File: src/rtl/ps2_pkg.sv
// Shared definitions for the PS/2 keyboard front end: decoder state encoding,
// scan-code and ASCII constants, and the frame parity helper.
package ps2_pkg;

  typedef enum logic [1:0] {
    ST_IDLE    = 2'd0,
    ST_BRK     = 2'd1,
    ST_EXT     = 2'd2,
    ST_EXT_BRK = 2'd3
  } dec_state_t;

  localparam logic [7:0] SC_BRK    = 8'hF0;
  localparam logic [7:0] SC_EXT    = 8'hE0;
  localparam logic [7:0] SC_LSHIFT = 8'h12;
  localparam logic [7:0] SC_RSHIFT = 8'h59;
  localparam logic [7:0] SC_CAPS   = 8'h58;
  localparam logic [7:0] SC_ENTER  = 8'h5A;

  localparam logic [7:0] ASCII_LF  = 8'h0A;
  localparam logic [7:0] ASCII_BS  = 8'h08;
  localparam logic [7:0] ASCII_ESC = 8'h1B;
  localparam logic [7:0] ASCII_SP  = 8'h20;

  // Data byte plus parity bit must contain an odd number of ones.
  function automatic logic odd_parity_ok(input logic [8:0] bits);
    return ^bits;
  endfunction

endpackage

File: src/rtl/ps2_rx.sv
// PS/2 frame receiver: pin synchronizers, PS2_CLK glitch filter, frame shifter
// with start/parity/stop checks, and the idle timeout for partial frames.
import ps2_pkg::*;

module ps2_rx #(
  parameter int CLK_HZ     = 100_000_000,
  parameter int TIMEOUT_US = 200,
  parameter int FILTER_LEN = 4
) (
  input  logic       CLK,
  input  logic       rst,
  input  logic       ps2_clk,
  input  logic       ps2_data,
  output logic [7:0] code,
  output logic       frame_done,
  output logic       frame_err
);

  localparam int TO_CYC = (CLK_HZ / 1_000_000) * TIMEOUT_US;
  localparam int TW     = $clog2(TO_CYC + 1);
  localparam int FW     = $clog2(FILTER_LEN + 1);
  localparam logic [TW-1:0] TO_LOAD   = TW'(TO_CYC);
  localparam logic [TW-1:0] TO_ONE    = TW'(1);
  localparam logic [TW-1:0] TO_ZERO   = TW'(0);
  localparam logic [FW-1:0] FILT_LAST = FW'(FILTER_LEN - 1);
  localparam logic [FW-1:0] FILT_ONE  = FW'(1);

  logic [1:0]    clk_sync_r;
  logic [1:0]    data_sync_r;
  logic [FW-1:0] filt_cnt_r;
  logic          filt_r;
  logic          filt_prev_r;
  logic [3:0]    bit_cnt_r;
  logic [9:0]    shift_r;
  logic [TW-1:0] to_cnt_r;
  logic [7:0]    code_r;
  logic          done_r;
  logic          err_r;
  logic          fall_s;
  logic          frame_ok_s;
  logic          timeout_s;

  // Two-stage synchronizers; the bus idles high.
  always_ff @(posedge CLK or negedge rst) begin
    if (!rst) begin
      clk_sync_r  <= 2'b11;
      data_sync_r <= 2'b11;
    end else begin
      clk_sync_r  <= {clk_sync_r[0], ps2_clk};
      data_sync_r <= {data_sync_r[0], ps2_data};
    end
  end

  // Filtered clock flips only after FILTER_LEN consecutive differing samples.
  always_ff @(posedge CLK or negedge rst) begin
    if (!rst) begin
      filt_cnt_r  <= '0;
      filt_r      <= 1'b1;
      filt_prev_r <= 1'b1;
    end else begin
      filt_prev_r <= filt_r;
      if (clk_sync_r[1] == filt_r) begin
        filt_cnt_r <= '0;
      end else if (filt_cnt_r == FILT_LAST) begin
        filt_r     <= clk_sync_r[1];
        filt_cnt_r <= '0;
      end else begin
        filt_cnt_r <= filt_cnt_r + FILT_ONE;
      end
    end
  end

  assign fall_s = filt_prev_r & ~filt_r;
  // Stop bit is the live data sample; start sits at shift_r[0], parity at [9].
  assign frame_ok_s = ~shift_r[0] & data_sync_r[1] & odd_parity_ok(shift_r[9:1]);
  assign timeout_s  = (to_cnt_r == TO_ONE) & ~fall_s & (bit_cnt_r != 4'd0);

  // Frame shifter, end-of-frame checks and partial-frame timeout.
  always_ff @(posedge CLK or negedge rst) begin
    if (!rst) begin
      bit_cnt_r <= 4'd0;
      shift_r   <= 10'd0;
      to_cnt_r  <= '0;
      code_r    <= 8'h00;
      done_r    <= 1'b0;
      err_r     <= 1'b0;
    end else begin
      done_r <= 1'b0;
      err_r  <= 1'b0;
      if (fall_s) begin
        to_cnt_r <= TO_LOAD;
        if (bit_cnt_r == 4'd10) begin
          bit_cnt_r <= 4'd0;
          if (frame_ok_s) begin
            code_r <= shift_r[8:1];
            done_r <= 1'b1;
          end else begin
            err_r <= 1'b1;
          end
        end else begin
          shift_r   <= {data_sync_r[1], shift_r[9:1]};
          bit_cnt_r <= bit_cnt_r + 4'd1;
        end
      end else begin
        if (to_cnt_r != TO_ZERO) begin
          to_cnt_r <= to_cnt_r - TO_ONE;
        end
        if (timeout_s) begin
          bit_cnt_r <= 4'd0;
          err_r     <= 1'b1;
        end
      end
    end
  end

  assign code       = code_r;
  assign frame_done = done_r;
  assign frame_err  = err_r;

endmodule

File: src/rtl/ps2_key_decoder.sv
// PS/2 scan-code to ASCII decoder: prefix FSM, shift/caps tracking and a
// one-deep valid/ready output register with sticky overrun.
import ps2_pkg::*;

module ps2_key_decoder #(
  parameter int CLK_HZ     = 100_000_000,
  parameter int TIMEOUT_US = 200,
  parameter int FILTER_LEN = 4
) (
  input  logic       CLK,
  input  logic       rst,
  input  logic       PS2_CLK,
  input  logic       PS2_DATA,
  output logic [7:0] key_data,
  output logic       key_valid,
  input  logic       key_ready,
  output logic       caps_lock,
  output logic       frame_err,
  output logic       overrun
);

  // Returns {hit, ascii} for a make code; letters honour shift ^ caps.
  function automatic logic [8:0] map_make(input logic [7:0] sc, input logic ext,
                                          input logic shift, input logic caps);
    logic [7:0] letter;
    logic [8:0] res;
    res    = 9'd0;
    letter = 8'h00;
    if (ext) begin
      if (sc == SC_ENTER) res = {1'b1, ASCII_LF};
      else                res = 9'd0;
    end else begin
      case (sc)
        8'h1C: letter = 8'h61;  8'h32: letter = 8'h62;  8'h21: letter = 8'h63;
        8'h23: letter = 8'h64;  8'h24: letter = 8'h65;  8'h2B: letter = 8'h66;
        8'h34: letter = 8'h67;  8'h33: letter = 8'h68;  8'h43: letter = 8'h69;
        8'h3B: letter = 8'h6A;  8'h42: letter = 8'h6B;  8'h4B: letter = 8'h6C;
        8'h3A: letter = 8'h6D;  8'h31: letter = 8'h6E;  8'h44: letter = 8'h6F;
        8'h4D: letter = 8'h70;  8'h15: letter = 8'h71;  8'h2D: letter = 8'h72;
        8'h1B: letter = 8'h73;  8'h2C: letter = 8'h74;  8'h3C: letter = 8'h75;
        8'h2A: letter = 8'h76;  8'h1D: letter = 8'h77;  8'h22: letter = 8'h78;
        8'h35: letter = 8'h79;  8'h1A: letter = 8'h7A;
        default: letter = 8'h00;
      endcase
      if (letter != 8'h00) begin
        res = {1'b1, (shift ^ caps) ? (letter - 8'h20) : letter};
      end else begin
        case (sc)
          8'h45:    res = {1'b1, shift ? 8'h29 : 8'h30};
          8'h16:    res = {1'b1, shift ? 8'h21 : 8'h31};
          8'h1E:    res = {1'b1, shift ? 8'h40 : 8'h32};
          8'h26:    res = {1'b1, shift ? 8'h23 : 8'h33};
          8'h25:    res = {1'b1, shift ? 8'h24 : 8'h34};
          8'h2E:    res = {1'b1, shift ? 8'h25 : 8'h35};
          8'h36:    res = {1'b1, shift ? 8'h5E : 8'h36};
          8'h3D:    res = {1'b1, shift ? 8'h26 : 8'h37};
          8'h3E:    res = {1'b1, shift ? 8'h2A : 8'h38};
          8'h46:    res = {1'b1, shift ? 8'h28 : 8'h39};
          8'h29:    res = {1'b1, ASCII_SP};
          SC_ENTER: res = {1'b1, ASCII_LF};
          8'h66:    res = {1'b1, ASCII_BS};
          8'h76:    res = {1'b1, ASCII_ESC};
          default:  res = 9'd0;
        endcase
      end
    end
    return res;
  endfunction

  logic [7:0] rx_code_s;
  logic       rx_done_s;
  logic       rx_err_s;
  dec_state_t state_r, state_nx_s;
  logic       lshift_r, lshift_nx_s;
  logic       rshift_r, rshift_nx_s;
  logic       caps_r, caps_nx_s;
  logic       caps_held_r, caps_held_nx_s;
  logic       mk_s, brk_s, ext_s;
  logic [8:0] map_s;
  logic       emit_s;
  logic [7:0] emit_data_s;
  logic       pend_valid_r;
  logic [7:0] pend_data_r;
  logic       key_valid_r;
  logic [7:0] key_data_r;
  logic       overrun_r;

  ps2_rx #(
    .CLK_HZ     (CLK_HZ),
    .TIMEOUT_US (TIMEOUT_US),
    .FILTER_LEN (FILTER_LEN)
  ) u_rx (
    .CLK        (CLK),
    .rst        (rst),
    .ps2_clk    (PS2_CLK),
    .ps2_data   (PS2_DATA),
    .code       (rx_code_s),
    .frame_done (rx_done_s),
    .frame_err  (rx_err_s)
  );

  assign map_s = map_make(rx_code_s, ext_s, lshift_r | rshift_r, caps_r);

  // Prefix FSM classifies each code, then modifiers and the ASCII map apply.
  always_comb begin
    state_nx_s     = state_r;
    lshift_nx_s    = lshift_r;
    rshift_nx_s    = rshift_r;
    caps_nx_s      = caps_r;
    caps_held_nx_s = caps_held_r;
    mk_s           = 1'b0;
    brk_s          = 1'b0;
    ext_s          = 1'b0;
    emit_s         = 1'b0;
    emit_data_s    = 8'h00;
    if (rx_done_s) begin
      case (state_r)
        ST_IDLE: begin
          if (rx_code_s == SC_BRK)      state_nx_s = ST_BRK;
          else if (rx_code_s == SC_EXT) state_nx_s = ST_EXT;
          else                          mk_s = 1'b1;
        end
        ST_BRK: begin
          brk_s      = 1'b1;
          state_nx_s = ST_IDLE;
        end
        ST_EXT: begin
          if (rx_code_s == SC_BRK) begin
            state_nx_s = ST_EXT_BRK;
          end else begin
            mk_s       = 1'b1;
            ext_s      = 1'b1;
            state_nx_s = ST_IDLE;
          end
        end
        ST_EXT_BRK: begin
          brk_s      = 1'b1;
          ext_s      = 1'b1;
          state_nx_s = ST_IDLE;
        end
        default: state_nx_s = ST_IDLE;
      endcase
    end else begin
      state_nx_s = state_r;
    end

    if (mk_s && !ext_s) begin
      case (rx_code_s)
        SC_LSHIFT: lshift_nx_s = 1'b1;
        SC_RSHIFT: rshift_nx_s = 1'b1;
        SC_CAPS: begin
          // Typematic repeats of caps lock must not re-toggle.
          if (!caps_held_r) caps_nx_s = ~caps_r;
          else              caps_nx_s = caps_r;
          caps_held_nx_s = 1'b1;
        end
        default: begin
          emit_s      = map_s[8];
          emit_data_s = map_s[7:0];
        end
      endcase
    end else if (mk_s) begin
      emit_s      = map_s[8];
      emit_data_s = map_s[7:0];
    end else if (brk_s && !ext_s) begin
      case (rx_code_s)
        SC_LSHIFT: lshift_nx_s    = 1'b0;
        SC_RSHIFT: rshift_nx_s    = 1'b0;
        SC_CAPS:   caps_held_nx_s = 1'b0;
        default:   caps_held_nx_s = caps_held_r;
      endcase
    end else begin
      emit_s = 1'b0;
    end
  end

  // Decoder state, modifier flags and the one-cycle decoded-byte stage.
  always_ff @(posedge CLK or negedge rst) begin
    if (!rst) begin
      state_r      <= ST_IDLE;
      lshift_r     <= 1'b0;
      rshift_r     <= 1'b0;
      caps_r       <= 1'b0;
      caps_held_r  <= 1'b0;
      pend_valid_r <= 1'b0;
      pend_data_r  <= 8'h00;
    end else begin
      state_r      <= state_nx_s;
      lshift_r     <= lshift_nx_s;
      rshift_r     <= rshift_nx_s;
      caps_r       <= caps_nx_s;
      caps_held_r  <= caps_held_nx_s;
      pend_valid_r <= emit_s;
      if (emit_s) pend_data_r <= emit_data_s;
    end
  end

  // Output register: load when empty or being drained, else drop and flag.
  always_ff @(posedge CLK or negedge rst) begin
    if (!rst) begin
      key_valid_r <= 1'b0;
      key_data_r  <= 8'h00;
      overrun_r   <= 1'b0;
    end else begin
      if (pend_valid_r) begin
        if (!key_valid_r || key_ready) begin
          key_valid_r <= 1'b1;
          key_data_r  <= pend_data_r;
        end else begin
          overrun_r <= 1'b1;
        end
      end else if (key_valid_r && key_ready) begin
        key_valid_r <= 1'b0;
      end
    end
  end

  assign key_data  = key_data_r;
  assign key_valid = key_valid_r;
  assign caps_lock = caps_r;
  assign frame_err = rx_err_s;
  assign overrun   = overrun_r;

endmodule

File: config.mk
export PLATFORM = sky130hd
export DESIGN_NAME = ps2_key_decoder
export DESIGN_NICKNAME = d
export VERILOG_FILES = /design/src/rtl/ps2_pkg.sv /design/src/rtl/ps2_rx.sv /design/src/rtl/ps2_key_decoder.sv
export SDC_FILE = /design/constraint.sdc
export NUM_CORES = 1
export LEC_CHECK = 0
export ABC_AREA = 1
export ABC_CLOCK_PERIOD_IN_PS = 3400
export BUFFER_PORTS_ARGS = -buffer_cell sky130_fd_sc_hd__buf_4
export CORE_MARGIN = 5
export CORE_UTILIZATION = 30
export CTS_CLUSTER_SIZE = 16
export DETAILED_ROUTE_END_ITERATION = 8
export MAX_ROUTING_LAYER = met4
export PLACE_DENSITY_LB_ADDON = 0.15
export SLEW_MARGIN = 25
export SYNTH_ARGS = -nofsm -noshare
export SYNTH_HDL_FRONTEND = slang
export SYNTH_HIERARCHICAL = 1
export SYNTH_SLANG_ARGS = --single-unit
File: constraint.sdc
create_clock -name CLK -period 3.4 [get_ports CLK]
set_clock_uncertainty 0.2 [all_clocks]
set_input_delay 0.17 -clock CLK [delete_from_list [all_inputs] [get_ports CLK]]
set_output_delay 0.17 -clock CLK [all_outputs]
set_load 0.05 [all_outputs]
# [After elaboration in Yosys (flattened, before gate mapping)]
# Memory sizes are Yosys's and may differ from the RTL's.
# Cells that the tools add are included.
[totals] reg_bits=73 latchBits=0 mem_bits_rw=0 mem_bits_ro=896 input_bits=5 out_inout_bits=12 elab_cells=166 n_memories=1
[memory_table] name="(no name shown)" depth=128 width=7 rd=1 rd_clocked_by_memory_dff=0 wr=0 line_no="ps2_key_decoder.sv:33" rtl="case (sc)"
[op_classes] addsub=4 multipliers=0 n_div=0 order_cmp=0 eq_ne=29 shift=0 muxes=68 n_bitwise=15 reduce_logical=28
[op_table] operator="$pmux W9 S14" count=1
[op_table] operator="$eq A8 B6 Y1 const B" count=7
[op_table] operator="$eq A8 B7 Y1 const B" count=7
[op_table] operator="$mux W8" count=6
[op_table] operator="$mux W5" count=8
[op_table] operator="$mux W1" count=35
[op_table] operator="$mux W15" count=2
[op_table] operator="$mux W9" count=3
[op_table] operator="$eq A8 B5 Y1 const B" count=3
[op_table] operator="$eq A8 B8 Y1 const B" count=2
[op_table] operator="$eq A15 B1 Y1 const B" count=1
[op_table] operator="$reduce_and A3 Y1" count=5
[op_table] operator="$reduce_bool A15 Y1" count=1
[op_table] operator="$sub A15 B1 Y15 const B" count=1
[op_table] operator="$mux W7" count=2
[op_table] operator="$mux W4" count=3
[op_table] operator="$reduce_and A2 Y1" count=6
[op_table] operator="$reduce_xor A9 Y1" count=1
[op_table] operator="$not A1 Y1" count=8
[op_table] operator="$reduce_bool A2 Y1" count=4
[op_table] operator="$reduce_bool A8 Y1" count=1
[op_table] operator="$sub A8 B6 Y8 const B" count=1
[op_table] operator="$mux W2" count=3
[op_table] operator="$mux W3" count=2
[op_table] operator="21 further kinds" count=31

# [Longest topological paths before layout]
[logic_depth] ltp_word=11 mapped_depth=18 ltp_nobuf=18

# [By module]
# The synthesis kept the hierarchy.
[modules_own_cells] module="ps2_rx" instances=1 cells_per_inst=265 area_each_um2=2329.7 seq_area_each_um2=1208.7
[modules_own_cells] module="ps2_key_decoder" instances=1 cells_per_inst=328 area_each_um2=2149.6 seq_area_each_um2=625.6

# [Least setup slack after synthesis]
# OpenSTA, ideal clock, no wires.
[synth_timing] kind="flip-flop to flip-flop" startpoint="register u_rx.code_r[1] (netlist: u_rx/code[1])" endpoint="register pend_data_r[5]" setup_time_ns=0.120 t_arrival_ns=1.974 t_required_ns=3.080 setup_slack_ns=1.106 stages_incl_launch_ff=14 n_path_buf=0 synth_period_minus_slack_ns=2.294 path_cell_list="dfrtp_1 -> inv_1 -> ha_1 -> nand2_1 -> a21oi_1 -> nand2_1 -> nand2_1 -> nand3_1 -> a21boi_2 -> inv_1 -> ha_1 -> nand2_1 -> nand3_1 -> nand2_1"
[synth_via] elab_chain_len=9 word_cells_on_any_way=45 classes_between="1 x add/sub; 19 x eq/ne; 20 x mux; 4 x reduce/logical; 1 x memory"
[synth_rtl] item="from (decl)" line_no="ps2_rx.sv:36" rtl="logic [7:0] code_r;"
[synth_rtl] item="from (signal assigned)" line_no="ps2_rx.sv:95" rtl="code_r <= shift_r[8:1];"
[synth_rtl] item="$mem_v2 Z128 W7"
[synth_rtl] item="$mux W8" line_no="ps2_key_decoder.sv:33"
[synth_rtl] item="$mux W8" line_no="ps2_key_decoder.sv:29" rtl="if (ext) begin"
[synth_rtl] item="$sub A8 B6 Y8" line_no="ps2_key_decoder.sv:46" rtl="res = {1'b1, (shift ^ caps) ? (letter - 8'h20) : letter};"
[synth_rtl] item="$mux W8" line_no="ps2_key_decoder.sv:46"
[synth_rtl] item="$mux W9" line_no="ps2_key_decoder.sv:45" rtl="if (letter != 8'h00) begin"
[synth_rtl] item="$mux W9" line_no="ps2_key_decoder.sv:29"
[synth_rtl] item="$mux W8, on equally long branches" line_no="ps2_key_decoder.sv:162, ps2_key_decoder.sv:148"
[synth_rtl] item="$mux W8" line_no="ps2_key_decoder.sv:147" rtl="if (mk_s && !ext_s) begin"
[synth_rtl] item="to (signal assigned)" line_no="ps2_key_decoder.sv:194" rtl="if (emit_s) pend_data_r <= emit_data_s;"
[synth_rtl] item="to (decl)" line_no="ps2_key_decoder.sv:83" rtl="logic [7:0] pend_data_r;"
# Parallel ways exist; a longest one is shown, timed or not. The select of a mux whose other input is x is not followed.
# A chain may end at the register's enable or synchronous reset.

# [Worst setup path after layout]
# Ends and elaborated chain as after synthesis.

==> flow_metrics.tcl <==
set metrics [dict create \
    worstMarginPinSlew_ns 0.713 \
    routed_wl_mm 10.2 \
    ant_nets 0 \
    ys_seq_area_frac 0.409 \
    vias_per_cell 4.73 \
    rrSetupSlack_ns 0.78 \
    max-clock-path-buffers 2 \
    clkLatencyLatePin_ns 0.34 \
    gp_congestion 0.905 \
    io_buffers 16 \
    min-delay-start "u_rx/data_sync_r[0]" \
    io_pins 17 \
    status "complete, no violations" \
    cp-endpoint "pend_data_r[5]" \
    antenna_found_initial 0 \
    mostFrequentLayoutCell "nand2_1" \
    p_int_w 0.00193 \
    top_layer_used "met4" \
    hold_class "reg2reg" \
    fp.coreArea_mm2 0.0146 \
    synth_edf_count 0 \
    met2_wirelength_mm 4.79 \
    start_util 0.307 \
    finalCritPeriodShare 0.772 \
    grt_overflow 0 \
    drtIter0Drc 210 \
    synth_area_per_cell_um2 7.55 \
    dp_cells 788 \
    dp_hpwl_mm 7.60 \
    grt_pass1_vias 3877 \
    die_height_um 132 \
    reg2reg_to "pend_data_r[5]" \
    n_antenna_cell 0 \
    clk_pin_slew_ns 0.06 \
    cts_resized 0 \
    cellPowerDensity_mw_per_mm2 595 \
    setup_tns_ns 0 \
    place_area_mm2 0.00480 \
    async_flop_share 1.00 \
    synth.distinct_cells 42 \
    syn_inst 593 \
    setup-violations-final 0 \
    cp-start-kind "flip-flop" \
    dr.pass1.iters 4 \
    cts_max_level 3 \
    critPathRequiredTime_ns 3.41 \
    hold_violations 0 \
    die_w_um 132 \
    routed-wl-met3_um 378 \
    m1WireLength_mm 4.79 \
    setup_ws_ns 0.775 \
    synthesis.area_mm2 0.00448 \
    r2r-start "u_rx/code[1]" \
    cts_inserted_buffers 9 \
    grt_max_degree 74 \
    maxCapViolations 0 \
    max_slew_margin 0.523 \
    ys_warn_count 6 \
    synth-seq-cells 73 \
    grt_pass1_wl_mm 18.1 \
    clock.fmax_ghz 0.381 \
    p_clk_frac 0.298 \
    syn-num-nets 613 \
    netSwitchingPower_w 0.00112 \
    layout.nets 639 \
    switching_share 0.368 \
    root_buffer "clkbuf_16" \
    cp_max_fo 7 \
    wire_per_inst_um 12.7 \
    critical_path_class "reg2reg" \
    rows 44 \
    dieArea_mm2 0.0175 \
    vias 3817 \
    cts_setup_buffers 0 \
    syn2layout_area_growth_pct 14.3 \
    power_frac_comb 0.304 \
    final_cell_mix "nand2_1, dfrtp_1, inv_1, nor2_1, nand3_1" \
    fin_cells 807 \
    pre_cts_ws_ns 0.797 \
    reg2regPathDepth 12 \
    cts_tree "yes" \
    synth_ff_type "dfrtp_1" \
    drcViolationCount 0 \
    drive_gt1_frac 0.138 \
    track_usage 0.128 \
    p_total_w 0.00305 \
    critPathLaunch "u_rx/code[1]" \
    clock_sinks 73 \
    crit_arrival_ns 2.64 \
    grt_setup_unrepaired "false" \
    finalCriticalPeriod_ns 2.62 \
    ir_drop_v 0.000308 \
    stdcell_area_mm2 0.00512 \
    worstSetupEndpointType "flip-flop" \
    leakage_nw 2.65 \
    slew_viol_final 0 \
    p_seq_frac 0.398 \
]
## sequential cells by signal (all words and copies together) (netlist names), 2 cells and up
signal	cells
state_r	2
u_rx/bit_cnt_r	4
u_rx/data_sync_r	2
u_rx/shift_r	10
u_rx/to_cnt_r	15
key_data	8
u_rx/filt_cnt_r	3
pend_data_r	8
u_rx/clk_sync_r	2
u_rx/code	8
## area by class of cell
type                    instances  area [µm²]
flip-flops and latches         73        1830
inverters                      76         288
clock buffers                  12         236
multi-input cells             438        2320
clock inverters                 3        42.5
repair buffers                 21         171
fillers                      1514        9470
well taps                     184         230
## power by group through the flow
stage / logic, W / registers, W / clock network (W)
global placement: 0.000923 / 0.00122 / 0
finish: 0.000927 / 0.00121 / 0.000909
floorplan: 0.000759 / 0.00118 / 0
detailed placement: 0.000930 / 0.00123 / 0
CTS: 0.000938 / 0.00122 / 0.000949
global route: 0.00108 / 0.00124 / 0.000988
## Yosys cell counts (all sizes together) (2+ instances only)
library cell  number  area, µm²
o31ai              3       22.5
xnor2              5       43.8
o21ai             33        169
nand2            179        709
dfrtp             67       1680
clkbuf             2       7.51
a31oi              2       12.5
a21oi             16       83.8
mux2              10        113
nand3             56        298
xor2               6       52.6
dfstp              6        158
inv               76        288
nor3              16       90.1
o211ai             3       22.5
nand4             13       81.3
buf                4       31.3
nor2              73        369
ha                15        188
## timing repair
item	4_1_cts	5_1_grt
endpoints found under the hold margin	71	0
hold buffers	4	0
setup endpoints to repair	0	0
## logic make-up after synthesis
logic type / synth area share
fa+ha+maj: 0.0419
mux: 0.0251
xor+xnor: 0.0215
buf+inv: 0.0729
simple gates: 0.349
compound gates: 0.0804
flops: 0.409
## how the worst min path moves through the flow
stage                          end  slack, ns  depth (start not counted)
2_1_floorplan          caps_held_r      -0.33                          0
3_3_place_gp    u_rx/clk_sync_r[0]       0.08                          1
3_5_place_dp   u_rx/data_sync_r[0]       0.08                          1
4_1_cts        u_rx/data_sync_r[1]       0.16                          0
5_1_grt         u_rx/clk_sync_r[1]       0.16                          0
6_report       u_rx/data_sync_r[1]       0.16                          0
## per-layer routing
layer,up-vias,track usage
li1,1964,-
met1,1743,0.159
met2,86,0.202
met3,24,0.0271
met4,0,0.0554
met5,-,-
## stage by stage
stage | utilization | hold slack [ns]
3_3_place_gp | 0.329 | 0.0781
5_1_grt | 0.351 | 0.158
2_1_floorplan | - | -0.326
4_1_cts | 0.351 | 0.156
6_report | 0.351 | 0.155
3_5_place_dp | 0.329 | 0.0791
## critical path, stage by stage (launching register included)
cell and delay [ns]:
dfrtp_1 0.44, inv_1 0.18, ha_1 0.24, nand2_1 0.15, nor2_1 0.26, a31oi_1 0.14
nand2_1 0.07, a21boi_2 0.23, inv_1 0.10, ha_1 0.29, nand2_1 0.05, nand3_1 0.09
nand2_1 0.06
No activity file was read; power rests on OpenSTA's default activity.
